==> config.mk <==
export PLATFORM = sky130hd
export DESIGN_NAME = cr_kme_param_fifo
export DESIGN_NICKNAME = d
export VERILOG_FILES = /design/src/rtl/cr_kme_fifo_pkg.sv /design/src/rtl/cr_kme_fifo_mem.sv /design/src/rtl/cr_kme_param_fifo.sv
export SDC_FILE = /design/constraint.sdc
export NUM_CORES = 1
export LEC_CHECK = 0
export ABC_AREA = 1
export CAP_MARGIN = 0
export CORE_MARGIN = 3
export CORE_UTILIZATION = 40
export CTS_BUF_LIST = sky130_fd_sc_hd__clkbuf_2
export DETAILED_ROUTE_END_ITERATION = 8
export PLACE_DENSITY = 0.63
export SYNTH_ARGS = -nofsm -noshare
export SYNTH_HDL_FRONTEND = slang
export SYNTH_SLANG_ARGS = --single-unit
==> constraint.sdc <==
create_clock -name clk -period 3.86 [get_ports clk]
set_input_delay 0.772 -clock clk [delete_from_list [all_inputs] [get_ports clk]]
set_output_delay 0.772 -clock clk [all_outputs]
set_load 0.05 [all_outputs]
==> src/rtl/cr_kme_fifo_pkg.sv <==
// cr_kme_fifo_pkg
// Shared definitions for the KME parametrised FIFO:
//   OVFL_BIT / UFL_BIT : bit positions inside err_sticky
//   ptr_inc            : wrap-aware pointer increment for any depth,
//                        including depths that are not a power of two
package cr_kme_fifo_pkg;

  localparam int OVFL_BIT = 1;
  localparam int UFL_BIT  = 0;

  // Wraps from depth-1 back to 0 by explicit compare. A plain binary
  // rollover would only be correct when depth is a power of two.
  function automatic int unsigned ptr_inc(input int unsigned ptr,
                                          input int unsigned depth);
    if (ptr == depth - 1) return 0;
    return ptr + 1;
  endfunction

endpackage

==> src/rtl/cr_kme_fifo_mem.sv <==
// cr_kme_fifo_mem
// DATA_SIZE x FIFO_DEPTH register array, one synchronous write port and
// one asynchronous read port. Contents are deliberately not reset; the
// control logic guarantees nothing is read before it has been written.
// Ports:
//   clk   : clock
//   wen   : write enable
//   waddr : write index (0..FIFO_DEPTH-1)
//   wdata : write data
//   raddr : read index (0..FIFO_DEPTH-1)
//   rdata : combinational read data at raddr
module cr_kme_fifo_mem #(
  parameter int DATA_SIZE  = 34,
  parameter int FIFO_DEPTH = 4,
  parameter int PW         = 2
) (
  input  logic                 clk,
  input  logic                 wen,
  input  logic [PW-1:0]        waddr,
  input  logic [DATA_SIZE-1:0] wdata,
  input  logic [PW-1:0]        raddr,
  output logic [DATA_SIZE-1:0] rdata
);

  logic [DATA_SIZE-1:0] mem [FIFO_DEPTH];

  always_ff @(posedge clk) begin
    if (wen) mem[waddr] <= wdata;
  end

  assign rdata = mem[raddr];

endmodule

==> src/rtl/cr_kme_param_fifo.sv <==
// cr_kme_param_fifo
// Parametrised synchronous FIFO used to stage data between KME pipeline
// stages, with programmable stall threshold, occupancy / high-water-mark
// reporting, sticky error flags and a synchronous flush.
// Ports:
//   clk, rst_n              : clock, asynchronous active-low reset
//   fifo_in, fifo_in_valid  : write data / write request
//   fifo_in_stall           : upstream must stop issuing writes
//   fifo_in_stall_override  : forces stall low when OVERRIDE_EN=1
//   fifo_out, fifo_out_valid: head data / FIFO not empty
//   fifo_out_ack            : pop head
//   fifo_clear              : synchronous flush (highest priority)
//   used_slots, free_slots  : occupancy and remaining room
//   hwm                     : peak used_slots since reset/clear
//   fifo_overflow           : one-cycle pulse, a write was dropped
//   fifo_underflow          : one-cycle pulse, ack arrived while empty
//   err_sticky              : {overflow_seen, underflow_seen}
//
// Handshake: a word is written on any cycle with fifo_in_valid=1 and room
// (not full, or a pop in the same cycle); the upstream is expected to
// honour fifo_in_stall, which asserts early by STALL_AT slots so that
// words already in flight still fit. A word is consumed on any cycle with
// fifo_out_valid=1 and fifo_out_ack=1; fifo_out is stable until consumed.
module cr_kme_param_fifo
  import cr_kme_fifo_pkg::*;
#(
  parameter int DATA_SIZE   = 34,
  parameter int FIFO_DEPTH  = 4,
  parameter int STALL_AT    = 0,
  parameter int OVERRIDE_EN = 0,
  parameter int CW          = $clog2(FIFO_DEPTH + 1)
) (
  input  logic                 clk,
  input  logic                 rst_n,
  input  logic [DATA_SIZE-1:0] fifo_in,
  input  logic                 fifo_in_valid,
  output logic                 fifo_in_stall,
  input  logic                 fifo_in_stall_override,
  output logic [DATA_SIZE-1:0] fifo_out,
  output logic                 fifo_out_valid,
  input  logic                 fifo_out_ack,
  input  logic                 fifo_clear,
  output logic [CW-1:0]        used_slots,
  output logic [CW-1:0]        free_slots,
  output logic [CW-1:0]        hwm,
  output logic                 fifo_overflow,
  output logic                 fifo_underflow,
  output logic [1:0]           err_sticky
);

  localparam int            PW       = $clog2(FIFO_DEPTH);
  localparam logic [CW-1:0] DEPTH_C  = CW'(FIFO_DEPTH);
  localparam logic [CW-1:0] STALL_C  = CW'(STALL_AT);
  localparam logic          OVR_EN   = (OVERRIDE_EN != 0);

  logic [PW-1:0] wptr;
  logic [PW-1:0] rptr;
  logic          full;
  logic          ren;
  logic          wen;
  logic          mem_wen;
  logic [CW-1:0] used_next;

  assign full           = (used_slots == DEPTH_C);
  assign fifo_out_valid = (used_slots != '0);
  assign free_slots     = DEPTH_C - used_slots;
  assign ren            = fifo_out_valid & fifo_out_ack;
  // A pop in the same cycle frees the slot a full FIFO needs.
  assign wen            = fifo_in_valid & (~full | ren);
  assign mem_wen        = wen & ~fifo_clear;

  assign fifo_in_stall  = (free_slots <= STALL_C) &
                          ~(OVR_EN & fifo_in_stall_override);

  always_comb begin
    used_next = used_slots;
    if (wen && !ren)      used_next = used_slots + CW'(1);
    else if (ren && !wen) used_next = used_slots - CW'(1);
  end

  always_ff @(posedge clk or negedge rst_n) begin
    if (!rst_n) begin
      wptr           <= '0;
      rptr           <= '0;
      used_slots     <= '0;
      hwm            <= '0;
      fifo_overflow  <= 1'b0;
      fifo_underflow <= 1'b0;
      err_sticky     <= 2'b00;
    end else if (fifo_clear) begin
      wptr           <= '0;
      rptr           <= '0;
      used_slots     <= '0;
      hwm            <= '0;
      fifo_overflow  <= 1'b0;
      fifo_underflow <= 1'b0;
      err_sticky     <= 2'b00;
    end else begin
      if (wen) wptr <= PW'(ptr_inc(32'(wptr), FIFO_DEPTH));
      if (ren) rptr <= PW'(ptr_inc(32'(rptr), FIFO_DEPTH));
      used_slots <= used_next;
      // used_next never exceeds FIFO_DEPTH, so hwm saturates there.
      if (used_next > hwm) hwm <= used_next;
      fifo_overflow  <= fifo_in_valid & full & ~ren;
      fifo_underflow <= fifo_out_ack & ~fifo_out_valid;
      if (fifo_in_valid && full && !ren) err_sticky[OVFL_BIT] <= 1'b1;
      if (fifo_out_ack && !fifo_out_valid) err_sticky[UFL_BIT] <= 1'b1;
    end
  end

  cr_kme_fifo_mem #(
    .DATA_SIZE  (DATA_SIZE),
    .FIFO_DEPTH (FIFO_DEPTH),
    .PW         (PW)
  ) u_mem (
    .clk   (clk),
    .wen   (mem_wen),
    .waddr (wptr),
    .wdata (fifo_in),
    .raddr (rptr),
    .rdata (fifo_out)
  );

endmodule

==> flow_metrics.tcl <==
set metrics [dict create \
    status "completed" \
    cts_tree "built" \
    initial_utilization 0.411 \
    clk_latency_ps 690 \
    pwr_density_cell_nw_per_um2 574 \
    cts_root_buf "clkbuf_2" \
    synth_area_leader_cell "edfxtp_1" \
    mostFrequentLayoutCells "edfxtp_1 (136), nor2_1 (78), o21ai_0 (68)" \
    nets 597 \
    slew_headroom 0.560 \
    post_cts_buffers 0 \
    diodes 0 \
    yosysSeqAreaShare 0.740 \
    placed_cells 708 \
    boundaryPins 89 \
    remaining_drc_errors 0 \
    setup.worst_path.start_class "flip-flop" \
    worst_pin_slew_ps 658 \
    cts.clk_slew.worst_paths_ps 210 \
    dr.pass1.iters 4 \
    vias_per_cell 5.13 \
    cp-startpoint "rptr[0]" \
    max-cap-violations 0 \
    yosys_warnings 0 \
    period_share 0.942 \
    die_area_um2 16500 \
    grt_pass1_vias 3812 \
    setup_viol 0 \
    setup_ws_ps 223 \
    fin_skew_ps 22.7 \
    finalHoldViolCount 0 \
    synth-edff-count 136 \
    rsz0062_at_grt "no" \
    total_power_mw 4.25 \
    grt_use_total 0.157 \
    cts_resized 20 \
    clock-sinks 150 \
    cts_buffer_depth 2 \
    syn_inst 450 \
    synth-seq-cells 150 \
    rows 44 \
    antenna_found_initial 0 \
    hold_buffers 0 \
    post-place-ws_ps 621 \
    r2r_start "used_slots[0]" \
    drive_gt1_frac 0.119 \
    p_leak_nw 2.73 \
    reg2reg_depth 9 \
    synthDistinctLibCells 25 \
    die_w_um 128 \
    routabilityCongestion 0.836 \
    synthesis.area_um2 5990 \
    yosysTopAreaCellShare 0.682 \
    max_stage_delay_ps 840 \
    vdd_drop_max_uv 345 \
    final_max_slew_viol_count 0 \
    finalCriticalPeriod_ps 3640 \
    critPathCaptureType "output port" \
    grt_overflow 0 \
    die_h_um 128 \
    crit_slowest_cell "clkdlybuf4s50_1" \
    grt_max_degree 46 \
    endpoint "fifo_out[8]" \
    wl_per_cell_um 16.8 \
    htree_levels 4 \
    critical_path_arrival_ps 2870 \
    io_buffers 87 \
    r2r_slack_ps 1120 \
    required_ps 3090 \
    cts_buffers 17 \
    reg2reg_to "u_mem.mem[0][26]" \
    layout_commonest_cell "edfxtp_1" \
    worstSetupPathType "flip-flop to output port" \
    crit_chain "inv_4, o21ai_0, o22ai_1, clkdlybuf4s50_1" \
    dr_total_vias 3797 \
    core-area_um2 14600 \
    dpl_cell_area_um2 7080 \
    routed_wl_um 12400 \
    syn-num-nets 504 \
    dp_hpwl_um 7320 \
    stdcell_area_um2 7400 \
    synth.avg_cell_area_um2 13.3 \
    syn_to_final_growth_pct 23.5 \
    critPathMaxFanout 36 \
    synthTopCellsByArea "edfxtp_1 (68%), dfrtp_1 (5.8%), o21ai_0 (5.7%)" \
    async_flop_share 0.0933 \
    timing.setup.tns_ps 0 \
    drtAntennaViolNets 0 \
    final_cells 740 \
    drtIter0Drc 226 \
    grt_pass1_wl_um 19800 \
    fmax_ghz 0.275 \
    hp-class "primary input to asynchronous set/reset pin" \
    synth_top_flop_cell "edfxtp_1" \
]
flip-flops by register name, indices dropped and copies added (netlist names):
name / cells
wptr: 2
hwm: 3
used_slots: 3
err_sticky: 2
fifo_overflow: 1
rptr: 2
fifo_underflow: 1
u_mem.mem: 136
how the worst min path moves through the flow:
stage	slack [ps]	endpoint	cells past startpoint
2_1_floorplan	480	err_sticky[0]	0
3_3_place_gp	470	err_sticky[0]	2
3_5_place_dp	490	err_sticky[1]	2
4_1_cts	380	hwm[1]	1
5_1_grt	400	hwm[0]	1
6_report	440	hwm[1]	1
stage by stage:
step	hold slack, ps	utilization
3_5_place_dp	485	0.485
6_report	436	0.507
4_1_cts	384	0.506
5_1_grt	402	0.507
2_1_floorplan	476	-
3_3_place_gp	473	0.485
logic make-up (layout without fill, tap and decap cells):
family	Yosys count	in the layout	synth area share
buffers and inverters	48	154	0.0405
flip-flops	150	150	0.740
AO/OA/AOI/OAI	110	110	0.0998
AND/OR/NAND/NOR	128	128	0.0904
adder cells (fa/ha/maj)	14	14	0.0292
worst max-delay path, delay by kind of cell (launching register included):
kind / cells / cell delay, ps
buffers and inverters: 2 / 1200
AO/OA/AOI/OAI: 2 / 310
flip-flops: 1 / 670
per-layer routing:
metal / vias up / global-route usage / wire, um
met5: - / 0 / 0
met4: 0 / 0.0574 / 159
met3: 15 / 0.0506 / 646
met2: 95 / 0.251 / 5980
met1: 1866 / 0.202 / 5610
li1: 1821 / - / -
power by group:
group	internal (mW)	switching, mW	leakage (nW)	total (mW)
Combinational	0.364	0.868	1.13	1.23
Clock	0.554	0.550	0.181	1.10
Sequential	1.86	0.0510	1.42	1.91
layout make-up:
class,count,area (um2)
fillers,1249,7190
flip-flops and latches,150,4440
multi-input cells,252,1350
repair buffers,98,975
clock inverters,14,230
well taps,184,230
inverters,24,92.6
clock buffers,18,90.1
cells in the mapped netlist (all sizes together), types with 7 or more instances:
library cell	n
edfxtp	136
nand2	28
clkbuf	7
nand3	15
dfrtp	14
nor2	84
buf	17
inv	24
ha	14
o21ai	74
o22ai	35
(Power assumes the default switching activity.)
